File: src/rtl/alu_pkg.sv
`default_nettype none
// ============================================================================
// Module      : alu_pkg
// Description : Shared types for the ALU sharing arbiter: ALU op encoding,
//               arbiter FSM states, condition-code bit positions and helper.
// Revision    : 1.0 - initial release
// ============================================================================
package alu_pkg;

    typedef enum logic [1:0] {
        ALUK_ADD   = 2'd0,
        ALUK_AND   = 2'd1,
        ALUK_XOR   = 2'd2,
        ALUK_PASSA = 2'd3
    } aluk_t;

    typedef enum logic [1:0] {
        ST_IDLE = 2'd0,
        ST_EXEC = 2'd1,
        ST_RESP = 2'd2
    } state_t;

    localparam int CC_N = 2;
    localparam int CC_Z = 1;
    localparam int CC_P = 0;

    // One-hot {N,Z,P}: zero wins over sign since a zero result has msb clear.
    function automatic logic [2:0] cc_of(input logic i_msb, input logic i_zero);
        logic [2:0] w_cc;
        w_cc = '0;
        if (i_zero)     w_cc[CC_Z] = 1'b1;
        else if (i_msb) w_cc[CC_N] = 1'b1;
        else            w_cc[CC_P] = 1'b1;
        return w_cc;
    endfunction

endpackage
`default_nettype wire

File: src/rtl/alu_share_arb_if.sv
`default_nettype none
// ============================================================================
// Module      : alu_share_arb_if
// Description : Requester, ALU and response signals of the ALU sharing
//               arbiter. rsp_cc exists only when ALU_SHARE_CC_EN is defined.
// Revision    : 1.0 - initial release
// ============================================================================
interface alu_share_arb_if #(
    parameter int WIDTH = 16
);
    logic             req0_valid;
    logic             req0_ready;
    logic [WIDTH-1:0] req0_a;
    logic [WIDTH-1:0] req0_b;
    logic [1:0]       req0_aluk;
    logic             req1_valid;
    logic             req1_ready;
    logic [WIDTH-1:0] req1_a;
    logic [WIDTH-1:0] req1_b;
    logic [1:0]       req1_aluk;
    logic [WIDTH-1:0] alu_a;
    logic [WIDTH-1:0] alu_b;
    logic [1:0]       alu_aluk;
    logic [WIDTH-1:0] alu_out;
    logic             rsp0_valid;
    logic             rsp1_valid;
    logic [WIDTH-1:0] rsp_data;
`ifdef ALU_SHARE_CC_EN
    logic [2:0]       rsp_cc;
`endif

    // Requesters plus the ALU beside the arbiter.
    modport master (
`ifdef ALU_SHARE_CC_EN
        input  rsp_cc,
`endif
        output req0_valid, req0_a, req0_b, req0_aluk,
        output req1_valid, req1_a, req1_b, req1_aluk,
        output alu_out,
        input  req0_ready, req1_ready,
        input  alu_a, alu_b, alu_aluk,
        input  rsp0_valid, rsp1_valid, rsp_data
    );

    modport slave (
`ifdef ALU_SHARE_CC_EN
        output rsp_cc,
`endif
        input  req0_valid, req0_a, req0_b, req0_aluk,
        input  req1_valid, req1_a, req1_b, req1_aluk,
        input  alu_out,
        output req0_ready, req1_ready,
        output alu_a, alu_b, alu_aluk,
        output rsp0_valid, rsp1_valid, rsp_data
    );
endinterface
`default_nettype wire

File: src/rtl/alu_share_arb_rr_pick2.sv
`default_nettype none
// ============================================================================
// Module      : rr_pick2
// Description : Two-way round-robin pick; on a tie the requester that did
//               not win last time is granted.
// Revision    : 1.0 - initial release
// ============================================================================
module rr_pick2 (
    input  wire logic i_valid0,
    input  wire logic i_valid1,
    input  wire logic i_last,
    output logic      o_grant0,
    output logic      o_grant1
);
    assign o_grant0 = i_valid0 & (~i_valid1 |  i_last);
    assign o_grant1 = i_valid1 & (~i_valid0 | ~i_last);
endmodule
`default_nettype wire

File: src/rtl/alu_share_arb.sv
`default_nettype none
// ============================================================================
// Module      : alu_share_arb
// Description : Round-robin arbiter/sequencer for a shared combinational ALU.
//               Optional {N,Z,P} response flags via macro ALU_SHARE_CC_EN.
// Revision    : 1.0 - initial release
// ============================================================================
module alu_share_arb
    import alu_pkg::*;
#(
    parameter int WIDTH = 16
) (
    input  wire logic      clk,
    input  wire logic      rst_n,
    alu_share_arb_if.slave bus
);
    state_t           r_state;
    state_t           w_state_nxt;
    logic             r_last;
    logic             r_grant_id;
    logic [WIDTH-1:0] r_alu_a;
    logic [WIDTH-1:0] r_alu_b;
    aluk_t            r_alu_aluk;
    logic [WIDTH-1:0] r_rsp_data;
    logic             r_rsp0_valid;
    logic             r_rsp1_valid;
    logic             w_g0;
    logic             w_g1;
    logic             w_accept;
    logic             w_hs;

    rr_pick2 u_pick (
        .i_valid0 (bus.req0_valid),
        .i_valid1 (bus.req1_valid),
        .i_last   (r_last),
        .o_grant0 (w_g0),
        .o_grant1 (w_g1)
    );

    always_comb begin
        w_accept    = (r_state != ST_EXEC);
        w_hs        = w_accept & (w_g0 | w_g1);
        w_state_nxt = r_state;
        case (r_state)
            ST_EXEC: w_state_nxt = ST_RESP;
            default: w_state_nxt = w_hs ? ST_EXEC : ST_IDLE;
        endcase
    end

    always_ff @(posedge clk or negedge rst_n) begin
        if (!rst_n) begin
            r_state      <= ST_IDLE;
            r_last       <= 1'b1;
            r_grant_id   <= 1'b0;
            r_alu_a      <= '0;
            r_alu_b      <= '0;
            r_alu_aluk   <= ALUK_ADD;
            r_rsp_data   <= '0;
            r_rsp0_valid <= 1'b0;
            r_rsp1_valid <= 1'b0;
        end else begin
            r_state      <= w_state_nxt;
            r_rsp0_valid <= (r_state == ST_EXEC) & ~r_grant_id;
            r_rsp1_valid <= (r_state == ST_EXEC) &  r_grant_id;
            if (w_hs) begin
                r_alu_a    <= w_g1 ? bus.req1_a : bus.req0_a;
                r_alu_b    <= w_g1 ? bus.req1_b : bus.req0_b;
                r_alu_aluk <= aluk_t'(w_g1 ? bus.req1_aluk : bus.req0_aluk);
                r_grant_id <= w_g1;
                r_last     <= w_g1;
            end
            if (r_state == ST_EXEC) begin
                r_rsp_data <= bus.alu_out;
            end
        end
    end

`ifdef ALU_SHARE_CC_EN
    logic [2:0] r_rsp_cc;

    always_ff @(posedge clk or negedge rst_n) begin
        if (!rst_n) begin
            r_rsp_cc <= 3'b010;
        end else if (r_state == ST_EXEC) begin
            r_rsp_cc <= cc_of(bus.alu_out[WIDTH-1], (bus.alu_out == '0));
        end
    end

    assign bus.rsp_cc = r_rsp_cc;
`endif

    assign bus.req0_ready = w_accept & w_g0;
    assign bus.req1_ready = w_accept & w_g1;
    assign bus.alu_a      = r_alu_a;
    assign bus.alu_b      = r_alu_b;
    assign bus.alu_aluk   = r_alu_aluk;
    assign bus.rsp0_valid = r_rsp0_valid;
    assign bus.rsp1_valid = r_rsp1_valid;
    assign bus.rsp_data   = r_rsp_data;

endmodule
`default_nettype wire

File: src/flat_wrapper.sv
// flat-port wrapper written by rule: the top's interface ports become plain ports
module alu_share_arb_flat import alu_pkg::*;
#(
    parameter int WIDTH = 16
)
  (clk, rst_n, bus_req0_valid, bus_req0_a, bus_req0_b, bus_req0_aluk, bus_req1_valid, bus_req1_a, bus_req1_b, bus_req1_aluk, bus_alu_out, bus_req0_ready, bus_req1_ready, bus_alu_a, bus_alu_b, bus_alu_aluk, bus_rsp0_valid, bus_rsp1_valid, bus_rsp_data);
  alu_share_arb_if #(.WIDTH(WIDTH)) bus_i ();
  input  wire logic clk;
  input  wire logic rst_n;
  input wire logic [$bits(bus_i.req0_valid)-1:0] bus_req0_valid;
  input wire logic [$bits(bus_i.req0_a)-1:0] bus_req0_a;
  input wire logic [$bits(bus_i.req0_b)-1:0] bus_req0_b;
  input wire logic [$bits(bus_i.req0_aluk)-1:0] bus_req0_aluk;
  input wire logic [$bits(bus_i.req1_valid)-1:0] bus_req1_valid;
  input wire logic [$bits(bus_i.req1_a)-1:0] bus_req1_a;
  input wire logic [$bits(bus_i.req1_b)-1:0] bus_req1_b;
  input wire logic [$bits(bus_i.req1_aluk)-1:0] bus_req1_aluk;
  input wire logic [$bits(bus_i.alu_out)-1:0] bus_alu_out;
  output wire logic [$bits(bus_i.req0_ready)-1:0] bus_req0_ready;
  output wire logic [$bits(bus_i.req1_ready)-1:0] bus_req1_ready;
  output wire logic [$bits(bus_i.alu_a)-1:0] bus_alu_a;
  output wire logic [$bits(bus_i.alu_b)-1:0] bus_alu_b;
  output wire logic [$bits(bus_i.alu_aluk)-1:0] bus_alu_aluk;
  output wire logic [$bits(bus_i.rsp0_valid)-1:0] bus_rsp0_valid;
  output wire logic [$bits(bus_i.rsp1_valid)-1:0] bus_rsp1_valid;
  output wire logic [$bits(bus_i.rsp_data)-1:0] bus_rsp_data;
  assign bus_i.req0_valid = bus_req0_valid;
  assign bus_i.req0_a = bus_req0_a;
  assign bus_i.req0_b = bus_req0_b;
  assign bus_i.req0_aluk = bus_req0_aluk;
  assign bus_i.req1_valid = bus_req1_valid;
  assign bus_i.req1_a = bus_req1_a;
  assign bus_i.req1_b = bus_req1_b;
  assign bus_i.req1_aluk = bus_req1_aluk;
  assign bus_i.alu_out = bus_alu_out;
  assign bus_req0_ready = bus_i.req0_ready;
  assign bus_req1_ready = bus_i.req1_ready;
  assign bus_alu_a = bus_i.alu_a;
  assign bus_alu_b = bus_i.alu_b;
  assign bus_alu_aluk = bus_i.alu_aluk;
  assign bus_rsp0_valid = bus_i.rsp0_valid;
  assign bus_rsp1_valid = bus_i.rsp1_valid;
  assign bus_rsp_data = bus_i.rsp_data;
  alu_share_arb #(.WIDTH(WIDTH)) u_core (.clk(clk), .rst_n(rst_n), .bus(bus_i));
endmodule
File: config.mk
export PLATFORM = sky130hd
export DESIGN_NAME = alu_share_arb_flat
export DESIGN_NICKNAME = d
export VERILOG_FILES = /design/src/rtl/alu_pkg.sv /design/src/rtl/alu_share_arb_if.sv /design/src/rtl/alu_share_arb_rr_pick2.sv /design/src/rtl/alu_share_arb.sv /design/src/flat_wrapper.sv
export SDC_FILE = /design/constraint.sdc
export NUM_CORES = 1
export LEC_CHECK = 0
export ABC_AREA = 1
export CAP_MARGIN = 20
export CELL_PAD_IN_SITES_DETAIL_PLACEMENT = 1
export CELL_PAD_IN_SITES_GLOBAL_PLACEMENT = 1
export CORE_UTILIZATION = 27
export DETAILED_ROUTE_END_ITERATION = 16
export GPL_ROUTABILITY_DRIVEN = 0
export GPL_TIMING_DRIVEN = 0
export PLACE_DENSITY = 0.9
export SLEW_MARGIN = 5
export SYNTH_ARGS = -nofsm -noshare
export SYNTH_HDL_FRONTEND = slang
export SYNTH_HIERARCHICAL = 1
export SYNTH_SLANG_ARGS = --single-unit
File: constraint.sdc
create_clock -name clk -period 2.05 [get_ports clk]
set_input_delay 0.615 -clock clk [delete_from_list [all_inputs] [get_ports clk]]
set_output_delay 0.615 -clock clk [all_outputs]
set_load 0.1 [all_outputs]
=== Word level (Yosys, flattened, before mapping) ===
Cells that the tools add are included.

* RAM bits: 0
* Register bits: 56
* Memories kept: 0
* Output and inout port bits: 54
* Word-level logic and storage cells: 30
* Memory bits (read-only): 0
* Input bits: 88
* Bits in latches: 0

* Shift operators: 0
* Order comparisons: 0
* Reduce and logical (&&, ||, !) cells: 0
* Bitwise logic cells: 14
* $add $sub $neg: 0
* Eq/ne operators: 2
* $mul: 0
* Multiplexer cells: 5
* Divide/modulo/power cells: 0

{| class="wikitable"
|+ Operator list
! operator !! number
|-
| $mux W16 || 2
|-
| $and A1 B1 Y1 || 7
|-
| $mux W2 || 2
|-
| $not A1 Y1 || 4
|-
| $or A1 B1 Y1 || 3
|-
| $eq A2 B1 Y1 const B || 1
|-
| $ne A2 B1 Y1 const B || 1
|-
| $mux W1 || 1
|}

=== Logic depth before layout (Yosys ltp) ===
* Word-level depth: 7
* Gate-level depth with buffers: 8
* Gate-level depth less buffers: 7

=== Modules after synthesis ===
Netlist, hierarchy kept.

{| class="wikitable"
|+ By module, submodules not included
! module !! area an instance (um^2) !! instances !! cells each !! sequential area each (um^2)
|-
| alu_share_arb || 2628.8 || 1 || 344 || 1402.6
|-
| rr_pick2 || 27.5 || 1 || 4 || 0.0
|}

=== Least setup slack after synthesis ===
Ideal clock, no wire load.

* Kind: input port to output port
* Start: in bus_req0_valid
* End: out bus_req0_ready
* Arrival: 2144 ps
* Stages: 4
* Setup slack: -709 ps
* Path buffers: 0
* Data required time: 1435 ps
* Cell sequence: inv_1 a21oi_2 inv_1 nor2_1

* Word-level cells in the longest chain between the ends: 2

{| class="wikitable"
|+ RTL lines
! what !! RTL line !! source
|-
| start: declaration || flat_wrapper.sv:10 || <nowiki>input wire logic [$bits(bus_i.req0_valid)-1:0] bus_req0_valid;</nowiki>
|-
| $and A1 B1 Y1 || alu_share_arb_rr_pick2.sv:15 || <nowiki>assign o_grant0 = i_valid0 & (~i_valid1 | i_last);</nowiki>
|-
| via u_core.w_g0 || alu_share_arb.sv:27 || <nowiki>logic w_g0;</nowiki>
|-
| $and A1 B1 Y1 || alu_share_arb.sv:92 || <nowiki>assign bus.req0_ready = w_accept & w_g0;</nowiki>
|-
| end: declaration || flat_wrapper.sv:19 || <nowiki>output wire logic [$bits(bus_i.req0_ready)-1:0] bus_req0_ready;</nowiki>
|}

The timed path passes the listed nets, and every way through them passes these cells.

=== Worst setup path in the final report ===
* Start: reg u_core.r_last
* End: out bus_req0_ready

* Word-level cells in the longest chain between the ends: 3

{| class="wikitable"
|+ RTL lines
! what !! RTL line !! source
|-
| start: declaration || alu_share_arb.sv:19 || <nowiki>logic r_last;</nowiki>
|-
| start signal: assignment || alu_share_arb.sv:70 || <nowiki>r_last <= w_g1;</nowiki>
|-
| $or A1 B1 Y1 || alu_share_arb_rr_pick2.sv:15 ||
|-
| $and A1 B1 Y1 || alu_share_arb_rr_pick2.sv:15 ||
|-
| via u_core.w_g0 || alu_share_arb.sv:27 ||
|-
| $and A1 B1 Y1 || alu_share_arb.sv:92 ||
|}

The timed path passes the listed nets, and every way through them passes these cells.

==> results.yml <==
sta:
  setup_slack_ns: -0.0280
  drv_slew: 0
  rsz0062_at_grt: "yes"
  fmax_mhz: 481
  min_period_ns: 2.08
  tightest_slew_ns: 0.638
  finalHoldViolCount: 0
  slew_headroom_pct: 57.5
  setup_violations: 1
  post-route-period-util_pct: 101
  fin_skew_ns: 0.00804
setup_path:
  crit_arrival_ns: 1.46
  r2r_start: "u_core/r_last"
  crit_chain: "inv_2 > a21oi_4 > inv_2 > nor2_4 > buf_12"
  end_kind: "primary output"
  reg2reg_to: "u_core/bus.alu_b[0]"
  critPathKind: "reg2out"
  r2r_cells: 9
  critPathLaunchType: "flop"
  crit_start: "u_core/r_last"
  cp_max_fo: 3
  required_ns: 1.43
  crit_top_cell: "inv_2"
  cpPeakStageDelay_ns: 0.57
  slowest_stage: "dfstp_2"
  reg2reg_slack_ns: 0.37
clock_network:
  clock-sinks: 56
  cts-root-buf: "clkbuf_8"
  htree_num_levels: 2
  worstSkewPairLatency_ns: 0.30
  cts_made_buffers: 5
  cts_tree: "done"
  clockBufferDepth: 2
  path_clk_slew_ns: 0.10
routing:
  first_iter_violations: 53
  avgViaCountPerCell: 4.26
  route.antenna.remaining_nets: 0
  dr.pass1.iters: 4
  vias: 2703
  avgRoutedWirePerCell_um: 13.6
  drc_errors: 0
  routed_wl_um: 8640
placement:
  place_inst: 619
  io_buffers: 141
  dp_hpwl_um: 6720
layout:
  nNetsFinal: 592
  drive_gt1_share_pct: 21.2
  areaGrowthSynthToFinish_pct: 69.2
  diodes: 0
  fillCellCount: 1179
  stdcell_count: 634
synth:
  synth.top_cell.area_share_pct: 51.8
  synth_area_leader_cell: "dfrtp_1"
  synth_flop_cell: "dfrtp_1"
  yosys_register_bits: 56
  synth-edff-count: 0
  synthCells: 348
  ys_seq_area_share_pct: 52.8
  ys_warn_count: 6
  asyncSetResetFlopFracSynth_pct: 100
  yosysMostFrequentCell: "nand2_1"
  yosys-top-cells-count: "nand2_1, dfrtp_1, buf_6"
  ys_types: 17
  syn_nets: 436
  yosys-top-cells-area: "dfrtp_1, nand2_1, buf_6"
  avgSynthCellArea_um2: 7.63
  syn_area_mm2: 0.00266
die:
  initial_utilization_pct: 28.3
  dieArea_mm2: 0.0102
  die_x_um: 101
  core_area_mm2: 0.00937
  ioPinCount: 142
  core.rowCount: 35
  die_h_um: 101
global_routing:
  grt_pass1_wl_um: 13800
  grt_pass1_vias: 2866
  grt-ovfl-total: 0
  grt_max_degree: 32
  antenna_found_initial: 0
  track_usage_pct: 17.5
status:
  violations: "negative setup slack"
  outcome: "finished with violations"
flow_run:
  drv_cap: 0
min_path:
  min_path_type: "in2async"
## logic make-up (layout without fill, tap and decap cells)
kind of cell	Yosys count	in the layout	synth area share, %
flip-flops	56	56	52.8
AND/OR/NAND/NOR	266	266	39.7
buffers and inverters	24	181	6.78
AO/OA/AOI/OAI	2	2	0.754
## cells in the final DEF, fill, tap and decap left out, types with 2 or more instances in the layout
cell type / n
nand2_1: 255
buf_4: 9
nor2_1: 2
nor2_4: 2
buf_12: 4
nand2_2: 3
clkbuf_8: 5
clkinvlp_4: 2
clkdlybuf4s50_1: 84
buf_2: 7
inv_2: 3
inv_1: 3
buf_6: 7
nor2_8: 2
dfrtp_1: 54
nand2_4: 2
clkdlybuf4s15_2: 52
## worst max-delay path: cells and delay by family, from the launching register on
kind	cells	cell delay (ns)
AOI/OAI and AO/OA	1	0.18
buffers and inverters	3	0.30
DFF	1	0.57
and+or+nand+nor	1	0.10
## worst max path at each step
stage	end	slack, ns
after floorplan	bus_req1_ready	-0.05
after global placement	bus_req1_ready	-1.47
after detailed placement	bus_req1_ready	-1.49
after CTS	bus_req0_ready	-0.11
after global routing	bus_req0_ready	-0.09
final	bus_req0_ready	-0.03
## metal layers
layer / global-route usage [%] / part of all wire [%]
met1: 20.3 / 41
met3: 2.14 / 4.1
met2: 33.9 / 54
met4: 4.12 / 0.71
met5: 0 / 0
## flip-flops by register name, indices dropped and copies added (netlist names)
name / cells
u_core/r_last: 1
u_core/bus.rsp1_valid: 1
u_core/bus.rsp_data: 16
u_core/bus.alu_b: 16
u_core/bus.alu_a: 16
u_core/bus.rsp0_valid: 1
u_core/bus.alu_aluk: 2
u_core/r_grant_id: 1
u_core/r_state: 2
## cell type report
class	count	area [um2]	area share [%]
inverters	8	36.3	0.807
clock inverters	3	21.3	0.473
plain buffers	15	146	3.26
clock buffers	5	68.8	1.53
multi-input cells	268	1100	24.4
well taps	129	161	3.59
repair buffers	150	1560	34.7
flip-flops and latches	56	1400	31.2
## stage by stage
stage	TNS, ns	cell area, um2	hold slack, ns	util [%]	worst slack [ns]
finish	-0.0280	4500	0.326	48.0	-0.0280
global route	-0.105	4500	0.368	48.0	-0.0879
CTS	-0.173	4470	0.331	47.7	-0.113
detailed placement	-9.00	4270	0.466	45.6	-1.49
global placement	-83.43	4250	0.463	45.4	-1.47
floorplan	-0.0540	2680	0.319	-	-0.0540
## what timing repair did
item                                    4_1_cts  5_1_grt
cloned                                        0        0
hold buffers                                  0        0
endpoints found under the setup margin       54        2
gates resized for setup                     182        4
buffers inserted                              3        5
pin swaps                                     1        4
Power is not shown: default switching activity piles up to over one toggle a cycle in this logic, so the estimate is an artifact.
